[src/rtl/decompressor_feeder_if.sv]
// rtl/decompressor_feeder_if.sv - compressed byte stream in, item stream out to the decompressor
interface decompressor_feeder_if;
  logic [7:0]  in_byte;
  logic        in_valid;
  logic        in_last;
  logic        in_ready;
  logic [15:0] data_in;
  logic        control_word_in;
  logic        data_in_valid;
  logic        decompressor_busy;

  // master is the feeder itself; slave is whatever surrounds it
  modport master (
    input  in_byte, in_valid, in_last, decompressor_busy,
    output in_ready, data_in, control_word_in, data_in_valid
  );
  modport slave (
    output in_byte, in_valid, in_last, decompressor_busy,
    input  in_ready, data_in, control_word_in, data_in_valid
  );
endinterface

[src/rtl/decompressor_feeder.sv]
// rtl/decompressor_feeder.sv - splits an LZRW1 byte stream into control bits and items
module decompressor_feeder #(
  parameter int COUNT_WIDTH = 16,
  parameter int BUSY_GUARD  = 1
) (
  input  logic                     clock,
  input  logic                     reset,
  input  logic                     clear,
  decompressor_feeder_if.master    bus,
  output logic                     done,
  output logic                     error,
  output logic [COUNT_WIDTH-1:0]   item_count
);

  typedef enum logic [2:0] {
    ST_CTRL, ST_HI, ST_LO, ST_ISSUE, ST_GUARD, ST_DONE, ST_ERR
  } state_e;

  localparam logic [2:0] GUARD_LAST = 3'(BUSY_GUARD - 1);

  state_e                 state_q, state_d;
  logic [7:0]             ctrl_q, ctrl_d;
  logic [2:0]             idx_q, idx_d;
  logic [15:0]            data_q, data_d;
  logic                   cw_q, cw_d;
  logic                   last_q, last_d;
  logic                   valid_q, valid_d;
  logic                   run_q, run_d;
  logic [2:0]             guard_q, guard_d;
  logic [COUNT_WIDTH-1:0] count_q, count_d;
  logic                   accept;
  logic                   xfer;
  logic                   cur_bit;

  assign cur_bit = ctrl_q[3'd7 - idx_q];

  // run_q keeps in_ready low until the first edge after reset is released
  assign bus.in_ready = run_q &&
                        (state_q == ST_CTRL || state_q == ST_HI || state_q == ST_LO);
  assign accept = bus.in_valid && bus.in_ready && !clear;
  assign xfer   = valid_q && !bus.decompressor_busy;

  assign bus.data_in         = data_q;
  assign bus.control_word_in = cw_q;
  assign bus.data_in_valid   = valid_q;
  assign done                = (state_q == ST_DONE);
  assign error               = (state_q == ST_ERR);
  assign item_count          = count_q;

  always_comb begin
    state_d = state_q;
    ctrl_d  = ctrl_q;
    idx_d   = idx_q;
    data_d  = data_q;
    cw_d    = cw_q;
    last_d  = last_q;
    guard_d = guard_q;
    count_d = count_q;
    valid_d = 1'b0;
    run_d   = 1'b1;

    case (state_q)
      ST_CTRL: begin
        if (accept) begin
          ctrl_d  = bus.in_byte;
          idx_d   = 3'd0;
          last_d  = 1'b0;
          state_d = bus.in_last ? ST_DONE : ST_HI;
        end
      end
      ST_HI: begin
        if (accept) begin
          cw_d = cur_bit;
          if (cur_bit) begin
            data_d[15:8] = bus.in_byte;
            state_d      = bus.in_last ? ST_ERR : ST_LO;
          end else begin
            data_d  = {8'h00, bus.in_byte};
            last_d  = bus.in_last;
            state_d = ST_ISSUE;
          end
        end
      end
      ST_LO: begin
        if (accept) begin
          data_d[7:0] = bus.in_byte;
          last_d      = bus.in_last;
          state_d     = ST_ISSUE;
        end
      end
      // First ISSUE cycle only raises valid; the handshake is judged from the next one
      ST_ISSUE: begin
        if (xfer) begin
          count_d = count_q + COUNT_WIDTH'(1);
          idx_d   = idx_q + 3'd1;
          guard_d = 3'd0;
          state_d = ST_GUARD;
        end else begin
          valid_d = 1'b1;
        end
      end
      ST_GUARD: begin
        if (guard_q == GUARD_LAST) begin
          if (last_q)              state_d = ST_DONE;
          else if (idx_q == 3'd0)  state_d = ST_CTRL;
          else                     state_d = ST_HI;
        end else begin
          guard_d = guard_q + 3'd1;
        end
      end
      ST_DONE: state_d = ST_CTRL;
      ST_ERR:  state_d = ST_ERR;
      default: state_d = ST_CTRL;
    endcase

    if (clear) begin
      state_d = ST_CTRL;
      idx_d   = 3'd0;
      last_d  = 1'b0;
      count_d = '0;
      valid_d = 1'b0;
    end
  end

  always_ff @(posedge clock or negedge reset) begin
    if (!reset) begin
      state_q <= ST_CTRL;
      ctrl_q  <= 8'h00;
      idx_q   <= 3'd0;
      data_q  <= 16'h0000;
      cw_q    <= 1'b0;
      last_q  <= 1'b0;
      valid_q <= 1'b0;
      run_q   <= 1'b0;
      guard_q <= 3'd0;
      count_q <= '0;
    end else begin
      state_q <= state_d;
      ctrl_q  <= ctrl_d;
      idx_q   <= idx_d;
      data_q  <= data_d;
      cw_q    <= cw_d;
      last_q  <= last_d;
      valid_q <= valid_d;
      run_q   <= run_d;
      guard_q <= guard_d;
      count_q <= count_d;
    end
  end

endmodule

[src/flat_wrapper.sv]
// flat-port wrapper written by rule: the top's interface ports become plain ports
module decompressor_feeder_flat 
#(
  parameter int COUNT_WIDTH = 16,
  parameter int BUSY_GUARD  = 1
)
  (clock, reset, clear, done, error, item_count, bus_in_byte, bus_in_valid, bus_in_last, bus_decompressor_busy, bus_in_ready, bus_data_in, bus_control_word_in, bus_data_in_valid);
  decompressor_feeder_if bus_i ();
  input  logic clock;
  input  logic reset;
  input  logic clear;
  output logic done;
  output logic error;
  output logic [COUNT_WIDTH-1:0] item_count;
  input wire logic [$bits(bus_i.in_byte)-1:0] bus_in_byte;
  input wire logic [$bits(bus_i.in_valid)-1:0] bus_in_valid;
  input wire logic [$bits(bus_i.in_last)-1:0] bus_in_last;
  input wire logic [$bits(bus_i.decompressor_busy)-1:0] bus_decompressor_busy;
  output wire logic [$bits(bus_i.in_ready)-1:0] bus_in_ready;
  output wire logic [$bits(bus_i.data_in)-1:0] bus_data_in;
  output wire logic [$bits(bus_i.control_word_in)-1:0] bus_control_word_in;
  output wire logic [$bits(bus_i.data_in_valid)-1:0] bus_data_in_valid;
  assign bus_i.in_byte = bus_in_byte;
  assign bus_i.in_valid = bus_in_valid;
  assign bus_i.in_last = bus_in_last;
  assign bus_i.decompressor_busy = bus_decompressor_busy;
  assign bus_in_ready = bus_i.in_ready;
  assign bus_data_in = bus_i.data_in;
  assign bus_control_word_in = bus_i.control_word_in;
  assign bus_data_in_valid = bus_i.data_in_valid;
  decompressor_feeder #(.COUNT_WIDTH(COUNT_WIDTH), .BUSY_GUARD(BUSY_GUARD)) u_core (.clock(clock), .reset(reset), .clear(clear), .bus(bus_i), .done(done), .error(error), .item_count(item_count));
endmodule
[config.mk]
export PLATFORM = sky130hd
export DESIGN_NAME = decompressor_feeder_flat
export DESIGN_NICKNAME = d
export VERILOG_FILES = /design/src/rtl/decompressor_feeder_if.sv /design/src/rtl/decompressor_feeder.sv /design/src/flat_wrapper.sv
export SDC_FILE = /design/constraint.sdc
export NUM_CORES = 1
export LEC_CHECK = 0
export ABC_AREA = 1
export BUFFER_PORTS_ARGS = -buffer_cell sky130_fd_sc_hd__buf_2
export CORE_ASPECT_RATIO = 0.75
export CORE_MARGIN = 2
export CORE_UTILIZATION = 30
export CTS_CLUSTER_SIZE = 14
export DETAILED_ROUTE_END_ITERATION = 16
export PLACE_DENSITY_LB_ADDON = 0.25
export SYNTH_ARGS = -nofsm -noshare
export SYNTH_HDL_FRONTEND = slang
export SYNTH_SLANG_ARGS = --single-unit
export TNS_END_PERCENT = 50
[constraint.sdc]
create_clock -name clock -period 3 [get_ports clock]
set_clock_uncertainty 0.15 [all_clocks]
set_input_delay 0.9 -clock clock [delete_from_list [all_inputs] [get_ports clock]]
set_output_delay 0.9 -clock clock [all_outputs]
set_load 0.05 [all_outputs]
# Word level (Yosys, flattened, before mapping)
# Index checks and enable logic that the tools add are counted.
# Widths: inputs -> output; s select.
[classes] n_addsub=4 multipliers=0 div=0 n_lt_le_gt_ge=1 eq_ne=17 n_shift=0 mux=38 n_bitwise=0 n_reduce_logical=25
[op_table] operator="$mux 16" count=3
[op_table] operator="$mux 3" count=15
[op_table] operator="$mux 8" count=4
[op_table] operator="$pmux 3 s6" count=1
[op_table] operator="$add 16x1->16 const B" count=1
[op_table] operator="$pmux 8 s2" count=1
[op_table] operator="$ne 3x2->1 const B" count=5
[op_table] operator="$pmux 3 s2" count=2
[op_table] operator="$mux 1" count=10
[op_table] operator="$reduce_and 5->1" count=2
[op_table] operator="$eq 3x3->1 const B" count=3
[op_table] operator="$logic_not 3->1" count=3
[op_table] operator="$reduce_bool 2->1" count=4
[op_table] operator="$add 3x1->3 const B" count=2
[op_table] operator="$eq 3x2->1 const B" count=2
[op_table] operator="$ne 2x1->1 const B" count=3
[op_table] operator="$reduce_and 2->1" count=3
[op_table] operator="$reduce_and 3->1" count=2
[op_table] operator="$logic_and 1x1->1" count=4
[op_table] operator="$lt 3x4->1 const B" count=1
[op_table] operator="$ne 2x2->1 const B" count=2
[op_table] operator="$reduce_and 4->1" count=1
[op_table] operator="$reduce_bool 4->1" count=1
[op_table] operator="$bmux 1 s3" count=1
[op_table] operator="7 further kinds" count=9
[totals] regBits=53 latch_bits=0 ramBits=0 romBits=0 out_inout_bits=37 mem_count=0

# Depth between registers and ports, before layout
# Gate-level depths: netlist of the first run.
[logic_depth] depth_word=9 mapped_depth=11 ltp_nobuf=10

# Worst setup path before layout of the first run
# Ideal clock, no wire load.
[synth_timing] kind="register to output" start="reg u_core.state_q[1]" end="out bus_in_ready" t_arrival_ps=1421 required_time_ps=1950 slack_ps=529 path_stages_with_launch=5 path_buffers=1 cell_sequence="dfrtp_1 -> buf_6 -> a21oi_1 -> inv_1 -> nor2_1"
[synth_between] elab_chain_len=4 elab_cells_between_ends=6
[synth_rtl] element="start, declared" line_no="decompressor_feeder.sv:21" text="state_e state_q, state_d;"
[synth_rtl] element="start signal, assigned" line_no="decompressor_feeder.sv:138" text="state_q <= state_d;"
[synth_rtl] element="$eq 3x1->1 / $logic_not 3->1 (equally long branches)" line_no="decompressor_feeder.sv:39" text="(state_q == ST_CTRL || state_q == ST_HI || state_q == ST_LO);"
[synth_rtl] element="$logic_or 1x1->1" line_no="decompressor_feeder.sv:39"
[synth_rtl] element="$logic_or 1x1->1 (*)" line_no="decompressor_feeder.sv:39"
[synth_rtl] element="$logic_and 1x1->1 (*)" line_no="decompressor_feeder.sv:38" text="assign bus.in_ready = run_q &&"
[synth_rtl] element="end, declared" line_no="flat_wrapper.sv:19" text="output wire logic [$bits(bus_i.in_ready)-1:0] bus_in_ready;"
# Every way passes the cells marked *; elsewhere a longest branch is shown, timed or not.

# Worst setup path after layout of the first run
# Same ends and word-level chain as after synthesis.

==> results.sh, run 1 <==
export IMPL_post_drt_wl_per_cell_um=12.8
export IMPL_worst_path_max_delay_cell="dfrtp_1"
export IMPL_synth_flop_cell="dfrtp_1"
export IMPL_ant_nets=0
export IMPL_max_cap_violations=0
export IMPL_ys_async_sr_fraction_pct=100
export IMPL_grt_max_degree=33
export IMPL_grt_pass1_vias=2317
export IMPL_slew_violations=0
export IMPL_syn_area_um2=2700
export IMPL_drive_above_1_share_pct=18.8
export IMPL_critical_path_max_fanout=8
export IMPL_syn_to_final_growth_pct=20.5
export IMPL_routed_via_density=4.62
export IMPL_leakage_uw=0.00168
export IMPL_ys_seq_elements=53
export IMPL_die_area_um2=9800
export IMPL_placed_area_um2=3090
export IMPL_worstPathCellList="a21oi_1, inv_1, nor2_1, buf_2"
export IMPL_ff2ff_path_depth=7
export IMPL_synth_top_area_cell="dfrtp_1"
export IMPL_synthTopCellsByArea="dfrtp_1 (49%), nand2_1 (11%), inv_1 (7.6%)"
export IMPL_r2r_start="u_core.idx_q[0]$_DFFE_PN0P_"
export IMPL_grt_pass1_wl_um=11300
export IMPL_r2r_end="u_core.bus.data_in[5]$_DFFE_PN0P_"
export IMPL_dp_hpwl_um=4870
export IMPL_syn_nets=360
export IMPL_cts_resized=0
export IMPL_fin_crit_ns=2.57
export IMPL_fmax_mhz=389
export IMPL_critPathCaptureType="primary output"
export IMPL_synth_top_cell_area_share_pct=49.1
export IMPL_path_clk_slew_ns=0.07
export IMPL_synth_cell_types=31
export IMPL_rsz0062_at_grt="false"
export IMPL_ctsHoldBuffers=0
export IMPL_drcViolationCount=0
export IMPL_seq_area_um2=1330
export IMPL_drt_pass1_iter_count=4
export IMPL_min_to="u_core.bus.data_in[0]$_DFFE_PN0P_"
export IMPL_fin_crit_sh_pct=85.7
export IMPL_cp_arrival_ns=1.52
export IMPL_die_width_um=114
export IMPL_port_buffers=50
export IMPL_fillers=886
export IMPL_yosysMostFrequentCell="nand2_1"
export IMPL_finish_net_count=416
export IMPL_antenna_found_initial=0
export IMPL_clockBufferDepth=2
export IMPL_clockRootBuffer="clkbuf_16"
export IMPL_rrSetupSlack_ns=0.86
export IMPL_status="complete, no violations"
export IMPL_setup_viol=0
export IMPL_worstSkewPairLatency_ns=0.29
export IMPL_hp_start="u_core.bus.data_in[0]$_DFFE_PN0P_"
export IMPL_hp_class="reg -> reg"
export IMPL_place_gp_congestion=0.863
export IMPL_synth_top_cells_by_count="nand2_1 (79), inv_1 (55), dfrtp_1 (53)"
export IMPL_core_area_um2=8600
export IMPL_fin_tns_setup_ns=0
export IMPL_worstPathRequired_ns=1.95
export IMPL_global_route_usage_total_pct=14.3
export IMPL_synth_edf_count=0
export IMPL_ir_worst_vdd_v=0.000353
export IMPL_diodes=0
export IMPL_drt_initial_drc_count=155
export IMPL_post_route_cell_area_um2=3260
export IMPL_maxSlewHeadroom_pct=57.8
export IMPL_h_tree_depth=2
export IMPL_syn_inst=341
export IMPL_multi_input_area_um2=1110
export IMPL_cts_tree="built"
export IMPL_post_route_util_pct=37.9
export IMPL_hold_violations=0
export IMPL_numCtsBuffers=5
export IMPL_synth_seq_area_share_pct=49.1
export IMPL_post_cts_buffers=0
export IMPL_power_density_nw_per_um2=854
export IMPL_critPathMaxStageDelay_ns=0.47
export IMPL_critPathLaunchType="register"
export IMPL_grt_ovfl_total=0
export IMPL_num_vias=2336
export IMPL_synth_warnings=0
export IMPL_rows=29
export IMPL_ios=51
export IMPL_crit_type="reg -> out"
export IMPL_avgSynthCellArea_um2=7.93
export IMPL_wl_um=6460
export IMPL_cts_sinks=53
export IMPL_start_util_pct=31.4
export IMPL_whs_path_depth=2
export IMPL_worstMarginPinSlew_ns=0.633
export IMPL_fp_dieH_um=86.2
==> layout by cell type, fill, tap and decap left out, drive strengths merged <==
master / Yosys / final
nand3b: 1 / 1
dfrtp: 53 / 53
buf: 4 / 54
a21oi: 9 / 9
bufinv: 0 / 1
clkinv: 1 / 2
a211oi: 1 / 1
nand4: 8 / 8
clkbuf: 1 / 6
conb: 1 / 1
nor2: 36 / 36
o31ai: 2 / 2
o211ai: 1 / 1
o22ai: 8 / 8
nand2: 79 / 79
nor3: 6 / 6
nand2b: 1 / 1
xor2: 4 / 4
ha: 5 / 5
inv: 59 / 59
o21a: 1 / 1
nand3: 24 / 24
o21ai: 36 / 36
==> registers in the layout (all words and copies together), names as in the netlist <==
name                        flops
u_core.item_count              16
u_core.ctrl_q                   8
u_core.last_q                   1
u_core.guard_q                  3
u_core.bus.data_in_valid        1
u_core.bus.data_in             16
u_core.run_q                    1
u_core.idx_q                    3
u_core.state_q                  3
u_core.bus.control_word_in      1
==> power by group <==
part           switching (uW)  leakage [uW]  internal [uW]  total [uW]
registers                 113      0.000694            903        1020
logic                     827      0.000908            275        1100
clock network             266     0.0000810            396         662
total                    1210       0.00168           1570        2780
==> worst max-delay path by stage <==
stage                                             start                           endpoint  slack [ns]  cells after the start
after floorplan           u_core.state_q[1]$_DFFE_PN0P_                       bus_in_ready        0.53                      4
after global placement            bus_decompressor_busy  u_core.item_count[11]$_DFFE_PN0P_        0.63                     11
after detailed placement                          clear        u_core.idx_q[2]$_DFFE_PN0P_        0.58                      8
after CTS                 u_core.state_q[1]$_DFFE_PN0P_                       bus_in_ready        0.41                      4
after global routing      u_core.state_q[1]$_DFFE_PN0P_                       bus_in_ready        0.27                      4
final                     u_core.state_q[1]$_DFFE_PN0P_                       bus_in_ready        0.43                      4
==> per-layer routing <==
layer  up-vias  global-route usage (%)  part of all wire (%)
met5         -                       0                     0
met4         0                    3.66                   1.0
met3         5                    3.15                   4.5
met2        50                    22.4                    43
met1      1079                    20.3                    51
li1       1202                       -                     -
==> cells by family (layout without fill, tap and decap cells) <==
group	count (synthesis)	after routing	synth area share, %
AO/OA/AOI/OAI	58	58	11.7
XOR/XNOR	4	4	1.30
adder cells (fa/ha/maj)	5	5	2.31
buffers and inverters	65	122	9.90
flip-flops	53	53	49.1
other	1	1	0.139
AND/OR/NAND/NOR	155	155	25.6
==> worst max-delay path: cells and delay by family, from the launching register on <==
| kind | cells | cell delay [ns] |
|---|---|---|
| simple gates | 1 | 0.10 |
| flops | 1 | 0.47 |
| buf+inv | 2 | 0.37 |
| compound gates | 1 | 0.28 |
==> layout make-up <==
cell class / count / area share (%)
multi-input cells: 223 / 34.1
clock inverters: 2 / 1.19
well taps: 108 / 4.15
repair buffers: 54 / 8.99
clock buffers: 6 / 3.96
inverters: 60 / 6.92
flip-flops and latches: 53 / 40.7
==> metrics by stage <==
step	instances	setup slack (ns)	power, uW	hold slack (ns)
finish	506	0.430	2780	0.332
global route	506	0.274	2970	0.378
CTS	506	0.413	2810	0.338
detailed placement	498	0.575	2130	0.320
global placement	498	0.629	2120	0.316
floorplan	341	0.529	1870	0.308
Power figures use the tool's default switching activity.
==> run 2, diff against run 1 <==
--- a/config.mk
+++ b/config.mk
@@ -12,7 +12,10 @@
 export CORE_UTILIZATION = 30
 export CTS_CLUSTER_SIZE = 14
 export DETAILED_ROUTE_END_ITERATION = 16
+export GPL_TIMING_DRIVEN = 0
 export PLACE_DENSITY_LB_ADDON = 0.25
+export RECOVER_POWER = 50
+export SETUP_SLACK_MARGIN = 0.3
 export SYNTH_ARGS = -nofsm -noshare
 export SYNTH_HDL_FRONTEND = slang
 export SYNTH_SLANG_ARGS = --single-unit
==> run 2 against run 1 <==
- non-clock buffer count grew 1
- sequential share of layout area grew 0.64 points
- power shrank 3.7%
- first-iteration DRC count shrank 31%
- critical path type unchanged
- largest cell class unchanged
==> results.sh, run 2 (synthesis results as in run 1) <==
export IMPL_slew_violations=0
export IMPL_grt_max_degree=54
export IMPL_die_width_um=114
export IMPL_final_cell_mix="nand2_1 (79), inv_1 (56), dfrtp_1 (53)"
export IMPL_finish_net_count=417
export IMPL_critPathTopFamily="buffers and inverters"
export IMPL_max_cap_violations=0
export IMPL_hold_violations=0
export IMPL_ir_worst_vdd_v=0.000375
export IMPL_fin_crit_ns=2.57
export IMPL_die_area_um2=9800
export IMPL_cp_arrival_ns=1.52
export IMPL_fp_dieH_um=86.2
export IMPL_diodes=0
export IMPL_numCtsBuffers=5
export IMPL_worst_path_max_delay_cell="dfrtp_1"
export IMPL_fin_tns_setup_ns=0
export IMPL_crit_type="reg -> out"
export IMPL_maxSlewHeadroom_pct=11.4
export IMPL_path_buf_inv=3
export IMPL_worstMarginPinSlew_ns=1.33
export IMPL_syn_to_final_growth_pct=18.6
export IMPL_wl_um=6390
export IMPL_ant_nets=0
export IMPL_critPathLaunchType="register"
export IMPL_drcViolationCount=0
export IMPL_drt_pass1_iter_count=4
export IMPL_core_area_um2=8600
export IMPL_fin_crit_sh_pct=85.8
export IMPL_place_gp_congestion=0.826
export IMPL_dp_cells=499
export IMPL_critPathCaptureType="primary output"
export IMPL_path_clk_slew_ns=0.07
export IMPL_worstPathCellList="buf_6, a21oi_1, inv_1, nor2_1, clkbuf_4"
export IMPL_post_cts_buffers=0
export IMPL_drive_above_1_share_pct=14.8
export IMPL_post_drt_wl_per_cell_um=12.6
export IMPL_routed_via_density=4.62
export IMPL_status="complete, no violations"
export IMPL_final_common_cell="nand2_1"
export IMPL_dp_hpwl_um=4690
export IMPL_worstSkewPairLatency_ns=0.29
export IMPL_h_tree_depth=2
export IMPL_start_util_pct=31.4
export IMPL_cts_tree="built"
export IMPL_clockBufferDepth=2
export IMPL_critical_path_max_fanout=8
export IMPL_worstPathRequired_ns=1.95
export IMPL_hp_class="reg -> reg"
export IMPL_rsz0062_at_grt="false"
export IMPL_setup_viol=0
export IMPL_use_met1_pct=21.6
export IMPL_rows=29
export IMPL_grt_pass1_vias=2273
export IMPL_fmax_mhz=388
export IMPL_fin_ws_ns=0.425
export IMPL_cts_sinks=53
export IMPL_gr_usage_met2_pct=20.1
export IMPL_global_route_usage_total_pct=14.2
export IMPL_ctsHoldBuffers=0
export IMPL_drt_initial_drc_count=107
export IMPL_grt_ovfl_total=0
export IMPL_antenna_found_initial=0
export IMPL_clockRootBuffer="clkbuf_16"
export IMPL_num_vias=2341
export IMPL_leakage_uw=0.00163
export IMPL_port_buffers=50
export IMPL_dpl_worst_slack_ns=0.505
export IMPL_final_cells=507
export IMPL_busiest_layer="met1"
export IMPL_grt_pass1_wl_um=11100
export IMPL_power_density_nw_per_um2=835
export IMPL_use_met3_pct=2.87
export IMPL_hold_ws_ns=0.340
export IMPL_critPathMaxStageDelay_ns=0.38
export IMPL_ios=51
## run 2: where the power goes
group	leakage, uW	total [uW]	switching (uW)	internal (uW)
combinational	0.000868	1100	834	267
sequential	0.000694	1000	99.8	903
clock	0.0000641	573	262	311
total	0.00163	2680	1200	1480
## run 2: routing by layer
metal | vias to the layer above | share of wire, %
met5 | - | 0
met4 | 0 | 1.0
met3 | 5 | 4.4
met2 | 44 | 42
met1 | 1090 | 53
li1 | 1202 | -
## run 2: worst reg2reg max path: cells and delay by family, from the launching register on
kind / cells / cell delay (ns)
AO/OA/AOI/OAI: 2 / 0.37
flip-flops: 1 / 0.44
AND/OR/NAND/NOR: 4 / 0.76
buffers and inverters: 3 / 0.51
## run 2: path summary, 6_finish.rpt
kind	to	depth (start not counted)	start	slack (ns)
worst min register to register	u_core.bus.data_in[6]$_DFFE_PN0P_	2	u_core.bus.data_in[6]$_DFFE_PN0P_	0.34
min in group asynchronous	u_core.ctrl_q[6]$_DFFE_PN0P_	1	reset	0.75
worst min-delay path	u_core.bus.data_in[6]$_DFFE_PN0P_	2	u_core.bus.data_in[6]$_DFFE_PN0P_	0.34
max in group asynchronous	u_core.bus.control_word_in$_DFFE_PN0P_	1	reset	1.15
worst max register to register	u_core.idx_q[2]$_DFFE_PN0P_	9	u_core.state_q[2]$_DFFE_PN0P_	0.66
worst max-delay path	bus_in_ready	5	u_core.state_q[1]$_DFFE_PN0P_	0.43
## run 2: area by class of cell
cell class	count	area, um2
Buffer	5	42.5
Clock buffer	7	133
Clock inverter	1	7.51
Fill cell	912	5390
Inverter	60	225
Multi-Input combinational cell	223	1100
Sequential cell	53	1330
Tap cell	108	135
Timing Repair Buffer	50	238
## run 2: metrics by stage
step           total power, uW  utilization, %  instance area, um2
2_1_floorplan             1870               -                2700
3_3_place_gp              2130            35.9                3090
3_5_place_dp              2140            35.9                3090
4_1_cts                   2720            37.6                3230
5_1_grt                   2880            37.3                3210
6_report                  2680            37.3                3210
## run 2: timing repair
action                                 in CTS  in global routing
endpoints found under the hold margin       0                  0
setup endpoints to repair                   0                  1
gates resized for setup                     0                  1
